[src/rtl/deser8_pkg.sv]
// rtl/deser8_pkg.sv - shared widths and FSM state type for the deser8 receiver
//
// Purpose : widths and FSM state encoding shared by deser8 and its demux.
// Ports   : none (package).
package deser8_pkg;

  localparam int DATA_W = 8;
  localparam int IDX_W  = 3;

  typedef enum logic {
    COLLECT = 1'b0,
    PARITY  = 1'b1
  } state_t;

endpackage

[src/rtl/deser8_demux1to8.sv]
// rtl/deser8_demux1to8.sv - 3-bit select to gated 8-bit one-hot write enable
//
// Purpose : steers one serial bit into a single staging slot. This is the
//           receive-side counterpart of the serializer's 8:1 mux tree.
// Ports   : i_sel [2:0]  slot to enable
//           i_en         global enable; when low no slot is enabled
//           o_we  [7:0]  one-hot (or all-zero) write enable
module demux1to8
  import deser8_pkg::*;
(
  input  logic [IDX_W-1:0]  i_sel,
  input  logic              i_en,
  output logic [DATA_W-1:0] o_we
);

  always_comb begin
    o_we = '0;
    if (i_en) begin
      o_we = DATA_W'(1) << i_sel;
    end
  end

endmodule

[src/rtl/deser8.sv]
// rtl/deser8.sv - serial-to-parallel 8-bit word receiver with valid/ready output
//
// Purpose : reassembles 8-bit words from a one-bit stream using a 3-bit bit
//           index and a 1-to-8 demux into a staging register, then hands the
//           word to a consumer with a valid/ready handshake.
//           Optional feature macro: DESER8_PARITY_EN (adds a trailing even
//           parity bit per word and the parity_err output).
// Params  : MSB_FIRST  0 = first bit lands in bit 0, 1 = first bit in bit 7
// Ports   : clk, rst           clock, asynchronous active-high reset
//           sin, sin_valid     serial bit and its qualifier
//           start              frame align: restart the word at index 0
//           pdata, pvalid      assembled word and its valid flag
//           pready             consumer accepts pdata when pvalid is high
//           overrun            one-cycle pulse: unconsumed word overwritten
//           idx                next bit index to be written (debug)
//           parity_err         parity result of the last word (parity build)
module deser8
  import deser8_pkg::*;
#(
  parameter int MSB_FIRST = 0
) (
  input  logic              clk,
  input  logic              rst,
  input  logic              sin,
  input  logic              sin_valid,
  input  logic              start,
  output logic [DATA_W-1:0] pdata,
  output logic              pvalid,
  input  logic              pready,
  output logic              overrun,
  output logic [IDX_W-1:0]  idx
`ifdef DESER8_PARITY_EN
  ,
  output logic              parity_err
`endif
);

  state_t              r_state, w_state_nxt;
  logic [IDX_W-1:0]    r_idx, w_idx_nxt;
  logic [DATA_W-1:0]   r_stage, w_stage_nxt;
  logic [DATA_W-1:0]   r_pdata;
  logic                r_pvalid, r_overrun;
  logic [IDX_W-1:0]    w_sel, w_slot;
  logic [DATA_W-1:0]   w_base, w_we, w_word;
  logic                w_wr_en, w_done;

  // start restarts the word, so the bit on that edge always goes to index 0
  assign w_sel   = start ? '0 : r_idx;
  assign w_slot  = (MSB_FIRST != 0) ? (IDX_W'(DATA_W - 1) - w_sel) : w_sel;
  // data bits are only written while collecting; the parity bit never is
  assign w_wr_en = sin_valid && (start || (r_state == COLLECT));
  assign w_base  = start ? '0 : r_stage;

  demux1to8 u_demux (
    .i_sel (w_slot),
    .i_en  (w_wr_en),
    .o_we  (w_we)
  );

  always_comb begin
    w_stage_nxt = (w_base & ~w_we) | ({DATA_W{sin}} & w_we);
    w_state_nxt = r_state;
    w_idx_nxt   = r_idx;
    w_done      = 1'b0;
    w_word      = w_stage_nxt;

    if (start) begin
      w_state_nxt = COLLECT;
      w_idx_nxt   = sin_valid ? IDX_W'(1) : '0;
    end else if (sin_valid) begin
      if (r_state == COLLECT) begin
        // wraps 7 -> 0 naturally
        w_idx_nxt = r_idx + IDX_W'(1);
        if (r_idx == IDX_W'(DATA_W - 1)) begin
`ifdef DESER8_PARITY_EN
          w_state_nxt = PARITY;
`else
          w_done      = 1'b1;
`endif
        end
      end else begin
        // parity bit: the data word is already complete in staging
        w_state_nxt = COLLECT;
        w_done      = 1'b1;
        w_word      = r_stage;
      end
    end
  end

  always_ff @(posedge clk or posedge rst) begin
    if (rst) begin
      r_state   <= COLLECT;
      r_idx     <= '0;
      r_stage   <= '0;
      r_pdata   <= '0;
      r_pvalid  <= 1'b0;
      r_overrun <= 1'b0;
    end else begin
      r_state   <= w_state_nxt;
      r_idx     <= w_idx_nxt;
      r_stage   <= w_stage_nxt;
      r_overrun <= 1'b0;
      if (w_done) begin
        r_pdata   <= w_word;
        r_pvalid  <= 1'b1;
        // a same-edge acceptance frees the slot, so it is not an overrun
        r_overrun <= r_pvalid && !pready;
      end else if (r_pvalid && pready) begin
        r_pvalid  <= 1'b0;
      end
    end
  end

`ifdef DESER8_PARITY_EN
  logic r_parity_err;

  always_ff @(posedge clk or posedge rst) begin
    if (rst) begin
      r_parity_err <= 1'b0;
    end else if (w_done) begin
      r_parity_err <= (^w_word) ^ sin;
    end
  end

  assign parity_err = r_parity_err;
`endif

  assign pdata   = r_pdata;
  assign pvalid  = r_pvalid;
  assign overrun = r_overrun;
  assign idx     = r_idx;

endmodule
[config.mk]
export PLATFORM = sky130hd
export DESIGN_NAME = deser8
export DESIGN_NICKNAME = d
export VERILOG_FILES = /design/src/rtl/deser8_pkg.sv /design/src/rtl/deser8_demux1to8.sv /design/src/rtl/deser8.sv
export SDC_FILE = /design/constraint.sdc
export NUM_CORES = 1
export LEC_CHECK = 0
export ABC_AREA = 1
export CAP_MARGIN = 20
export CORE_MARGIN = 2
export CORE_UTILIZATION = 48
export CTS_BUF_LIST = sky130_fd_sc_hd__clkbuf_2
export CTS_CLUSTER_SIZE = 8
export DETAILED_ROUTE_END_ITERATION = 6
export PLACE_DENSITY = 0.77
export SETUP_SLACK_MARGIN = 0.5
export SKIP_CTS_REPAIR_TIMING = 1
export SYNTH_ARGS = -nofsm -noshare
export SYNTH_HDL_FRONTEND = slang
export SYNTH_HIERARCHICAL = 1
export SYNTH_SLANG_ARGS = --single-unit
[constraint.sdc]
create_clock -name clk -period 1.3 [get_ports clk]
set_clock_uncertainty 0.15 [all_clocks]
set_input_delay 0.26 -clock clk [delete_from_list [all_inputs] [get_ports clk]]
set_output_delay 0.26 -clock clk [all_outputs]
set_load 0.01 [all_outputs]
==> impl_metrics.json <==
{
  "status": "finished with violations",
  "violations": "setup timing",
  "path_max_fanout": 4,
  "path_cells": "buf_6 -> inv_4 -> nor2_4 -> inv_2 -> nand2_4 -> nor2_2 -> inv_1 -> nand3_2 -> nand2_2 -> nand2_1 -> nand2_1",
  "power_density_mw_per_mm2": 836,
  "clock_latency_ns": 0.31,
  "cts_max_level": 1,
  "drc_errors": 0,
  "preCtsSetupSlack_ns": -0.523,
  "io_pins": 19,
  "yosysSeqAreaShare_pct": 50.6,
  "synth_top_area_cell": "dfrtp_1",
  "drive_gt1_share_pct": 53.2,
  "peakVddDrop_mv": 0.634,
  "r2r-start": "idx[2]",
  "ys_types": 17,
  "yosysMostFrequentCell": "nand2_1",
  "synth_top_cell_area_share_pct": 50.6,
  "arrival_ns": 1.60,
  "synth_xor_area_share_pct": 1.57,
  "drtAntennaViolNets": 0,
  "fp-row-count": 16,
  "fin_ws_ns": -0.215,
  "die_x_um": 50.5,
  "multi_input_area_um2": 524,
  "finalCritPeriodShare_pct": 117,
  "num_vias": 863,
  "use_met2_pct": 31.4,
  "synth-simple-area-share_pct": 33.4,
  "synth_edf_count": 0,
  "yosys_warnings": 6,
  "hold_slack_ns": 0.0789,
  "syn_area_mm2": 0.00104,
  "async_reset_ff_share_pct": 100,
  "synthFlopType": "dfrtp_1",
  "fmax_ghz": 0.660,
  "r2r-end": "pdata[3]",
  "final_max_slew_viol_count": 0,
  "cts_buffer_depth": 2,
  "grtUsageMet3_pct": 2.68,
  "avgSynthCellArea_um2": 8.73,
  "synth-compound-area-share_pct": 1.45,
  "numPortBuffers": 18,
  "relSlewSlack_pct": 79.0,
  "grt_max_degree": 22,
  "endpoint_kind": "flop",
  "antenna_found_initial": 0,
  "drtIter0Drc": 14,
  "ys_ff_latch": 21,
  "worstSetupPathType": "flop to flop",
  "synth_top_family_by_area": "simple AND/OR/NAND/NOR gates",
  "start_kind": "flop",
  "initial_core_util_pct": 51.9,
  "cts_buffers": 3,
  "reg2regPathDepth": 11,
  "max_cap_viol_count": 0,
  "core-area_mm2": 0.00200,
  "die_area_mm2": 0.00255,
  "clock_sinks": 21,
  "crit_path_max_incr_delay_ns": 0.46,
  "post-route-min-period_ns": 1.51,
  "dp_hpwl_um": 1550,
  "grt_pass1_vias": 809,
  "cts-root-buf": "clkbuf_2",
  "grt_usage_pct": 18.4,
  "gp_congestion": 0.762,
  "fill_cells": 141,
  "area_delta_synth_final_pct": 44.0,
  "wl_um": 2380,
  "hold_path_class": "input pin to async pin",
  "crit_slowest_cell": "dfrtp_2",
  "endpoint": "pdata[3]",
  "p_leak_nw": 0.754,
  "syn-num-nets": 127,
  "synth_mux_area_share_pct": 0,
  "num_antenna_cells": 0,
  "tritoncts": "built",
  "synth_adder_area_share_pct": 2.41,
  "wire_per_inst_um": 13.0,
  "rsz0062_at_grt": "yes",
  "synth_cells": 119,
  "grt_overflow": 0,
  "final-setup-viol-count": 22,
  "drt_pass1_iterations": 4,
  "hold_viol_final": 0,
  "cp-startpoint": "idx[2]",
  "cp_data_required_time_ns": 1.39,
  "crit_path_frequent_cell": "nand2_1",
  "synthTopCellsByCount": "41 x nand2_1, 21 x dfrtp_1, 17 x inv_1, 10 x nor2_1, 7 x nand3_2",
  "top_usage_layer": "met2",
  "grt_pass1_wl_um": 3470,
  "seq_area_um2": 529,
  "worst_pin_slew_ns": 0.313,
  "nNetsFinal": 165,
  "ys_top_cells_by_area": "dfrtp_1 51%, nand2_1 15%, nand3_2 6.7%",
  "die_y_um": 50.5,
  "gr-usage-met1_pct": 24.4,
  "rrSetupSlack_ns": -0.21,
  "routed_via_density": 4.72,
  "clk_pin_slew_ns": 0.20
}
## final cells by class
cell class | count | share of cell area (%)
clock buffer | 3 | 1.00
clock inverter | 1 | 0.335
inverter | 19 | 6.11
multi-input combinational | 76 | 35.1
sequential | 21 | 35.4
tap | 27 | 2.26
timing repair buffer | 36 | 19.8
## kinds of logic (layout without fill, tap and decap cells)
kind of cell / after synthesis / count (layout)
AOI/OAI and AO/OA: 3 / 3
xor gates and xnor gates: 1 / 1
adders and majority gates: 2 / 2
buffers and inverters: 22 / 59
DFF: 21 / 21
and+or+nand+nor: 70 / 70
## registers in the layout, indices dropped and copies added (netlist names)
register / count
overrun: 1
idx: 3
pvalid: 1
pdata: 8
r_stage: 8
## per-stage QoR
| stage | instances | setup TNS [ns] | utilization, % | power, mW | instance area (um2) |
|---|---|---|---|---|---|
| global route | 183 | -4.33 | 74.7 | 1.32 | 1500 |
| global placement | 170 | -8.13 | 68.7 | 0.916 | 1380 |
| detailed placement | 170 | -8.81 | 68.7 | 0.925 | 1380 |
| CTS | 174 | -6.40 | 69.7 | 1.19 | 1400 |
| finish | 183 | -2.24 | 74.7 | 1.25 | 1500 |
| floorplan | 119 | -0.0385 | - | 0.836 | 1120 |
## layout by cell type, fill, tap and decap left out, drive strengths merged
cell,Yosys,final
clkinv,0,1
buf,2,19
inv,19,19
ha,2,2
dfrtp,21,21
nand2,48,48
nor2,10,10
dlymetal6s2s,0,1
xor2,1,1
clkbuf,1,14
o21ai,3,3
nor3,1,1
clkdlybuf4s50,0,5
nand3,11,11
## power breakdown
| part | internal (mW) | switching (mW) |
|---|---|---|
| combinational | 0.135 | 0.152 |
| clock | 0.0698 | 0.201 |
| sequential | 0.676 | 0.0162 |
| total | 0.881 | 0.369 |
## worst min-delay path by stage
stage	from	end	slack, ns	depth (start not counted)
5_1_grt	rst	idx[1]	0.07	3
3_5_place_dp	pdata[6]	pdata[6]	0.31	2
4_1_cts	rst	idx[0]	0.08	3
6_report	rst	idx[1]	0.08	3
2_1_floorplan	rst	overrun	0.09	1
3_3_place_gp	pdata[2]	pdata[2]	0.30	2
## layer usage
metal  wire length (um)  share of wire, %
met5                  0                 0
met4                 23              0.96
met3                 85               3.6
met2               1300                54
met1                975                41
## critical path, delay by kind of cell, from the launching register on
family / cells / cell delay (ns)
buffers and inverters: 4 / 0.30
and+or+nand+nor: 7 / 0.51
DFF: 1 / 0.46
(Power assumes the default switching activity.)
